### src/rtl/seq_bin2bcd.sv
// seq_bin2bcd: sequential double-dabble converter, one input bit per clock.
// A rising edge on start (sampled in IDLE) launches a conversion; done pulses as bcd updates.
module seq_bin2bcd #(
    parameter int IN_W = 8,
    parameter int ND   = 3
) (
    input  logic              clk,
    input  logic              rst_a,
    input  logic [IN_W-1:0]   bin,
    input  logic              start,
    output logic [4*ND-1:0]   bcd,
    output logic              busy,
    output logic              done,
    output logic              valid
);
    localparam int CW = $clog2(IN_W + 1);
    localparam logic [CW-1:0] LAST = CW'(IN_W - 1);

    typedef enum logic {IDLE, CONV} state_t;

    state_t            state_q, state_d;
    logic              start_q;
    logic [IN_W-1:0]   shift_q, shift_d;
    logic [4*ND-1:0]   scr_q, scr_d, adj;
    logic [CW-1:0]     cnt_q, cnt_d;
    logic [4*ND-1:0]   bcd_q, bcd_d;
    logic              done_q, done_d;
    logic              valid_q, valid_d;
    logic              accept;

    assign accept = start & ~start_q & (state_q == IDLE);

    // add-3 correction applied to every digit in parallel before the shift
    for (genvar g = 0; g < ND; g++) begin : g_adj
        assign adj[4*g +: 4] = (scr_q[4*g +: 4] >= 4'd5) ? scr_q[4*g +: 4] + 4'd3 : scr_q[4*g +: 4];
    end

    always_comb begin
        state_d = state_q;
        shift_d = shift_q;
        scr_d   = scr_q;
        cnt_d   = cnt_q;
        bcd_d   = bcd_q;
        done_d  = 1'b0;
        valid_d = valid_q;
        if (accept) begin
            state_d = CONV;
            shift_d = bin;
            scr_d   = '0;
            cnt_d   = '0;
            valid_d = 1'b0;
        end else if (state_q == CONV) begin
            {scr_d, shift_d} = {adj[4*ND-2:0], shift_q, 1'b0};
            cnt_d = cnt_q + 1'b1;
            if (cnt_q == LAST) begin
                state_d = IDLE;
                bcd_d   = scr_d;
                done_d  = 1'b1;
                valid_d = 1'b1;
            end
        end
    end

    always_ff @(posedge clk or negedge rst_a) begin
        if (!rst_a) begin
            state_q <= IDLE;
            start_q <= 1'b0;
            shift_q <= '0;
            scr_q   <= '0;
            cnt_q   <= '0;
            bcd_q   <= '0;
            done_q  <= 1'b0;
            valid_q <= 1'b0;
        end else begin
            state_q <= state_d;
            start_q <= start;
            shift_q <= shift_d;
            scr_q   <= scr_d;
            cnt_q   <= cnt_d;
            bcd_q   <= bcd_d;
            done_q  <= done_d;
            valid_q <= valid_d;
        end
    end

    assign bcd   = bcd_q;
    assign busy  = (state_q == CONV);
    assign done  = done_q;
    assign valid = valid_q;
endmodule

### config.mk
export PLATFORM = sky130hd
export DESIGN_NAME = seq_bin2bcd
export DESIGN_NICKNAME = d
export VERILOG_FILES = /design/src/rtl/seq_bin2bcd.sv
export SDC_FILE = /design/constraint.sdc
export NUM_CORES = 1
export LEC_CHECK = 0
export BUFFER_PORTS_ARGS = -buffer_cell sky130_fd_sc_hd__buf_4
export CAP_MARGIN = 20
export CORE_MARGIN = 2
export CORE_UTILIZATION = 50
export DETAILED_ROUTE_END_ITERATION = 6
export GPL_TIMING_DRIVEN = 0
export PLACE_DENSITY = 0.78
export SLEW_MARGIN = 20
export SYNTH_ARGS = -nofsm -noshare
export SYNTH_HDL_FRONTEND = slang
export SYNTH_SLANG_ARGS = --single-unit
export TNS_END_PERCENT = 5
### constraint.sdc
create_clock -name clk -period 1.4 [get_ports clk]
set_input_delay 0.14 -clock clk [delete_from_list [all_inputs] [get_ports clk]]
set_output_delay 0.14 -clock clk [all_outputs]
set_load 0.01 [all_outputs]
* Word level (Yosys, flattened, before mapping) *
Index checks and enable logic that the tools add are counted.

operators by class
  add/subtract/negate cells = 4
  magnitude comparators = 3
  eq/ne operators = 1
  bitwise gates (word level) = 5
  reduce and logical (&&, ||, !) cells = 4
  multiplexer cells = 18

operator list
  kind                                                                                 count
  12-bit 2-to-1 mux                                                                    2
  4-bit 2-to-1 mux                                                                     4
  8-bit 2-to-1 mux                                                                     2
  4-bit by 3-bit greater-or-equal comparator with 1-bit output, second input constant  3
  1-bit 2-to-1 mux                                                                     9
  4-bit by 2-bit adder with 4-bit output, second input constant                        2
  4-bit by 1-bit adder with 4-bit output, second input constant                        1
  4-bit by 3-bit == test with 1-bit output, second input constant                      1
  2-bit nonzero test                                                                   2
  3-bit by 2-bit adder with 3-bit output, second input constant                        1
  3-bit 2-to-1 mux                                                                     1
  1-bit NOT                                                                            3
  3-bit AND reduction                                                                  1
  1-bit bitwise AND                                                                    2
  2-bit AND reduction                                                                  1

storage, ports and cells
  output and inout bits = 15
  word-level logic and storage cells = 43
  flip-flop bits (word level) = 40
  bits of input ports = 11

* Logic depth before layout (Yosys ltp) *
Gate-level depths: netlist (run 1).

  depth in word-level cells = 5
  mapped depth = 6
  depth with buffers taken out = 6

* Worst setup path after synthesis (run 1) *
Ideal clock, no wire load.

  path kind = register -> register
  start point = register scr_q[0]
  end point = register bcd_q[2] (netlist: bcd[2])
  slack = -0.090 ns
  library setup time = 0.083 ns
  buffers on the path = 0
  cell stages (with the launch flop) = 7
  data required time = 1.317 ns
  period minus slack after synthesis = 1.490 ns
  arrival = 1.407 ns
  cells stage by stage = dfrtp_1 -> inv_1 -> ha_1 -> nand2b_1 -> a21oi_1 -> mux2_2 -> o21ai_0

between the ends
  word-level cells in the longest chain between the ends = 2
  elaborated cells on any way between the ends = 3
  classes of those cells = add/sub: 1; order compare: 1; mux: 1

ends and longest elaborated chain
  what                                                                                                                           line  source
  start, declared                                                                                                                24    logic [4*ND-1:0] scr_q, scr_d, adj;
  start signal, assigned                                                                                                         78    scr_q <= scr_d;
  4-bit by 2-bit adder with 4-bit output / 4-bit by 3-bit greater-or-equal comparator with 1-bit output (equally long branches)  35    assign adj[4*g +: 4] = (scr_q[4*g +: 4] >= 4'd5) ? scr_q[4*g +: 4] + 4'd3 : scr_q[4*g +: 4];
  4-bit 2-to-1 mux *                                                                                                             35
  end signal, assigned                                                                                                           71    bcd_q <= '0;
  end signal, assigned                                                                                                           80    bcd_q <= bcd_d;
  end, declared                                                                                                                  26    logic [4*ND-1:0] bcd_q, bcd_d;

Every way passes the cells marked *; elsewhere a longest branch is shown, timed or not.
A chain may end at the register's enable or synchronous reset.

* Final worst setup path (run 1) *
  start point = register scr_q[4]
  end point = register bcd_q[6] (netlist: bcd[6])

Same word-level chain as after synthesis.

==> results of run 1 <==
==> metal layers <==
| layer | up-vias | GRT usage | wire length, µm |
|---|---|---|---|
| met2 | 36 | 0.398 | 2120 |
| met4 | 0 | 0.0559 | 46 |
| met3 | 6 | 0.0625 | 215 |
| met1 | 682 | 0.251 | 1640 |
| li1 | 666 | - | - |
| met5 | - | 0 | 0 |
==> cells in the mapped netlist, types with 2 or more instances <==
cell	number
dfrtp_1	40
nand2_1	33
o21ai_0	23
mux2i_1	8
ha_1	7
inv_1	7
a21oi_1	5
mux2_2	5
nand2b_1	5
a22o_1	4
buf_2	4
o22ai_1	4
nor3b_1	3
xnor2_1	3
a21oi_2	2
mux2_4	2
nand3_1	2
xor2_1	2
==> cell usage in the layout, fill, tap and decap left out, drive strengths merged, types with 2 or more instances in the layout <==
cell type    Yosys  routed
dfrtp           40      40
buf              6      38
nand2           33      33
o21ai           24      24
mux2i            8       8
inv              8       7
mux2             7       7
clkbuf           1       7
a21oi            7       7
ha               7       7
a22o             5       5
nand2b           5       5
o22ai            4       4
nor3b            3       3
xnor2            3       3
clkinv           0       3
nand3            2       2
xor2             2       2
dlygate4sd3      0       2
nor2             2       2
==> layout make-up <==
type	count	share of cell area
clock buffer	6	0.0343
inverter	8	0.0145
tap	48	0.0249
timing repair buffer	34	0.108
sequential	40	0.416
multi-input combinational	116	0.380
buffer	7	0.0187
clock inverter	2	0.00416
==> cell families (layout without fill, tap and decap cells) <==
| logic type | count (synthesis) | count (layout) | synth area share |
|---|---|---|---|
| multiplexers | 15 | 15 | 0.0905 |
| AO/OA/AOI/OAI | 41 | 41 | 0.131 |
| adder cells (fa/ha/maj) | 7 | 7 | 0.0476 |
| AND/OR/NAND/NOR | 48 | 48 | 0.123 |
| buffers and inverters | 15 | 57 | 0.0395 |
| XOR/XNOR | 5 | 5 | 0.0238 |
| flip-flops | 40 | 40 | 0.545 |
==> how the worst max path moves through the flow <==
stage,startpoint,cells after the start,endpoint,slack (ns)
3_3_place_gp,cnt_q[0],4,bcd[4],-0.08
6_report,scr_q[4],5,bcd[6],-0.07
3_5_place_dp,cnt_q[0],4,bcd[8],-0.17
4_1_cts,scr_q[9],6,scr_q[10],-0.06
2_1_floorplan,scr_q[0],5,bcd[2],-0.004
5_1_grt,scr_q[4],5,bcd[6],-0.12
==> state kept, by name, summed over array words and instances, names as in the netlist <==
name and flops:
bcd 12, busy 1, cnt_q 4, done 1, scr_q 12, shift_q 8
start_q 1, valid 1
==> worst min-delay path, delay by kind of cell <==
kind            cells  cell delay, ns
simple gates        1            0.04
buf+inv             1            0.11
compound gates      1            0.06
==> what timing repair did <==
item	CTS	global route
setup endpoints to repair	12	18
buffers inserted	6	1
hold endpoints to repair	41	0
pin swaps	4	4
hold buffers	2	0
resized for setup	24	13
==> power breakdown <==
part / switching [mW] / total [mW] / internal, mW
sequential: 0.433 / 2.08 / 1.64
clock: 0.390 / 0.783 / 0.393
combinational: 1.36 / 2.85 / 1.50
total: 2.18 / 5.71 / 3.53
==> impl_results.md, run 1 <==
* Die Span X at 64.6 µm
* First-pass GRT wire length at 6.91 mm
* Clock buffer depth at 2
* Slowest cell on crit path: dfrtp_1
* Tot GR Track Use at 0.218
* CP required at 1.64 ns
* Layout net count at 230
* CTS Buf Count at 5
* WP buf/inv at 0
* FFs w/ async S/R, synth at 1.00
* Maxcap violations at 0
* Seq/Total Area, Yosys at 0.545
* Actual slew at the worst max-slew pin at 0.500 ns
* Layout cell share with drive strength beyond 1 at 0.380
* Post-synthesis cell area at 1840 µm²
* GPL Wtd Cong at 0.818
* Util after Layout at 0.668
* Crit path launch type: register
* Overall Power at 5.71 mW
* Mapped Nets at 189
* RSZ-0062 raised after global routing: true
* Post-route cell area at 2410 µm²
* Final min period at 1.47 ns
* Vias in the first global route at 1521
* Pre-Repair DR Iteration Count at 4
* Main synth FF type: dfrtp_1
* CP endpoint kind: register
* Area after DPL at 2100 µm²
* Grt ovf at 0
* Top-area cell type share of the netlist area at 0.545
* Initial Utilization at 0.510
* Area Overhead vs Synth at 31.0%
* Lkg Pwr at 1.12 nW
* Final setup viols at 8
* PwrDens at 2370 nW/µm²
* Sink Count at 40
* Storage element area at 1000 µm²
* Die footprint at 4180 µm²
* Worst hold path class: in -> reg
* Vias at 1390
* Final worst slack at -0.0666 ns
* Reg2Reg Setup Slack at -0.07 ns
* Worst Clk Skew at 0.00430 ns
* Die H at 64.6 µm
* Dpl cells at 244
* Hold path endpoint: shift_q[0]
* Worst R2R Path Depth at 5
* Hold WS at 0.0970 ns
* CP Class: reg -> reg
* CTS H-tree depth at 2
* Ranking of synthesized cells by area: dfrtp_1, nand2_1, o21ai_0
* EDFF count, synth at 0
* Flops & latches, synth at 40
* Failing checks: setup timing
* Final Hold Fails at 0
* Syn. warnings at 0
* I/O pin total at 26
* Fin Setup TNS at -0.256 ns
* Routed WL at 4.02 mm
* Core Rows at 22
* R2r startpoint: scr_q[4]
* Largest net degree at the start of global routing at 41
* Vias/cell at 5.33
* DR WL/cell at 15.4 µm
* Fmax at 0.682 GHz
* Multi-input gate area at 915 µm²
* CP Cell Sequence: ha_2 > nand2b_4 > a21oi_4 > mux2i_2 > mux2_4
* Root Buffer: clkbuf_8
* FF-to-FF End: bcd[6]
* Dpl ws at -0.168 ns
* Crit path max fanout at 4
* Initial DRC Count at 44
* Hold Path Depth at 3
* Fin crit share at 1.05
* FILL cells at 290
* Port Buffers at 25
* Post-DRT Antenna Nets at 0
* Worst VDD drop at 0.00106 V
* Slew Viols, Final at 0
* Post-synthesis cell type count at 30
* TritonCTS clock tree: yes
* Max incr delay on CP at 0.43 ns
* Worst skew pair latency at 0.29 ns
* CP top delay family: multiplexers
* Drc violations at 0
* Crit path DAT at 1.70 ns
* Fin cells at 261
* Detailed Place HPWL at 2.75 mm
* Post-synthesis area per instance at 10.7 µm²
* Worst hold start: bin[0]
* Initial antenna violation count at 0
* Rel. slew slack at 0.666
* Post-Synthesis Cells at 171
* # diodes at 0
* CORE AREA at 3610 µm²
* Outcome: complete, but fails checks
* Worst-path clk slew at 0.08 ns
* Area leader, netlist: dfrtp_1
Power figures use the tool's default switching activity.
==> inputs of run 2 (changes only) <==
--- a/config.mk
+++ b/config.mk
@@ -11,6 +11,7 @@
 export CORE_UTILIZATION = 50
 export DETAILED_ROUTE_END_ITERATION = 6
 export GPL_TIMING_DRIVEN = 0
+export MAX_ROUTING_LAYER = met4
 export PLACE_DENSITY = 0.78
 export SLEW_MARGIN = 20
 export SYNTH_ARGS = -nofsm -noshare
==> run 2 against run 1 <==
Net effect: the run still ends with setup timing left; clock skew is 0.0019 ns higher; count of clock-buffer cells in the layout did not move; sequential cell count stayed put.
==> impl_results.md, run 2 (synthesis results as in run 1) <==
* Outcome: complete, but fails checks
* Failing checks: setup timing
* Grt ovf at 0
* Crit path launch type: register
* RSZ-0062 raised after global routing: true
* Worst Setup SP: scr_q[4]
* CP Class: reg -> reg
* Vias/cell at 5.31
* Final worst slack at -0.0647 ns
* First-pass GRT wire length at 6.91 mm
* Worst skew pair latency at 0.29 ns
* Commonest non-fill, non-tap cell in the layout: dfrtp_1
* Largest net degree at the start of global routing at 41
* Actual slew at the worst max-slew pin at 0.507 ns
* Rel. slew slack at 0.662
* Fin crit share at 1.05
* Die Span X at 64.6 µm
* CP endpoint kind: register
* Initial DRC Count at 38
* Dpl ws at -0.168 ns
* Worst-path clk slew at 0.08 ns
* Dpl cells at 244
* FILL cells at 290
* Fin cells at 261
* Layout cell share with drive strength beyond 1 at 0.380
* CTS Buf Count at 5
* Fmax at 0.683 GHz
* GPL Wtd Cong at 0.830
* Most frequent cells in the layout: dfrtp_1, buf_4, nand2_1, o21ai_0, mux2i_1
* TritonCTS clock tree: yes
* Final min period at 1.46 ns
* # diodes at 0
* Initial antenna violation count at 0
* Port Buffers at 25
* Lkg Pwr at 1.12 nW
* Area Overhead vs Synth at 31.0%
* Area after DPL at 2100 µm²
* WP buf/inv at 0
* Die H at 64.6 µm
* Post-route cell area at 2410 µm²
* Final setup viols at 8
* Worst VDD drop at 0.00105 V
* Pre-Repair DR Iteration Count at 4
* CTS H-tree depth at 2
* Maxcap violations at 0
* Layout net count at 230
* Die footprint at 4180 µm²
* Routed WL at 4.02 mm
* Root Buffer: clkbuf_8
* Core Rows at 22
* CP required at 1.64 ns
* I/O pin total at 26
* PwrDens at 2370 nW/µm²
* Sink Count at 40
* Crit path max fanout at 4
* Vias in the first global route at 1529
* Worst Clk Skew at 0.00624 ns
* Worst hold start: bin[0]
* Crit path DAT at 1.70 ns
* Detailed Place HPWL at 2.75 mm
* Initial Utilization at 0.510
* Clock buffer depth at 2
* Fin Setup TNS at -0.259 ns
* Worst hold path class: in -> reg
* Final Hold Fails at 0
* CORE AREA at 3610 µm²
* CP Cell Sequence: ha_2 > nand2b_4 > a21oi_4 > mux2i_2 > mux2_4
* Reg2Reg Setup Slack at -0.06 ns
* Slew Viols, Final at 0
* Vias at 1386
* CP top delay family: multiplexers
* DR WL/cell at 15.4 µm
* Tot GR Track Use at 0.224
* Drc violations at 0
* Slowest cell on crit path: dfrtp_1
* Util after Layout at 0.668
* Max incr delay on CP at 0.43 ns
* Post-DRT Antenna Nets at 0
* R2r startpoint: scr_q[4]
## run 2: repair_timing
action | in CTS | in global routing
buffers inserted | 6 | 1
endpoints found under the setup margin | 12 | 18
resized for setup | 24 | 13
hold endpoints to repair | 41 | 0
pin swaps | 4 | 4
hold buffers | 2 | 0
## run 2: metrics by stage
step	hold slack (ns)	power (mW)
5_1_grt	0.125	6.14
2_1_floorplan	-0.156	3.51
3_3_place_gp	0.133	4.09
3_5_place_dp	0.145	4.29
4_1_cts	0.101	5.55
6_report	0.0993	5.71
## run 2: routing by layer
layer,wire [µm],part of all wire,global-route usage
met3,185,0.046,0.0590
met4,46,0.011,0.0559
met5,0,0,-
met2,2120,0.53,0.397
met1,1660,0.41,0.254
## run 2: path summary, 6_finish.rpt
check / to / depth (start not counted)
worst max register to register: bcd[6] / 5
min in group asynchronous: scr_q[4] / 2
worst max-delay path: bcd[6] / 5
worst min register to register: bcd[0] / 2
max in group asynchronous: bcd[1] / 2
worst min-delay path: shift_q[0] / 3
## run 2: worst min-delay path: stages
cell and delay, ns:
buf_4 0.11, nand2_1 0.04, a21oi_1 0.06
## run 2: power by group
group	total, mW	internal [mW]	switching (mW)
clock network	0.782	0.393	0.389
logic	2.85	1.50	1.36
registers	2.08	1.64	0.434
## run 2: area by class of cell
type	instances	area (µm²)	area share
Clock inverter	2	10.0	0.00416
Multi-Input combinational cell	116	915	0.380
Tap cell	48	60.1	0.0249
Inverter	8	35.0	0.0145
Clock buffer	6	82.6	0.0343
Timing Repair Buffer	34	260	0.108
Buffer	7	45.0	0.0187
Sequential cell	40	1000	0.416
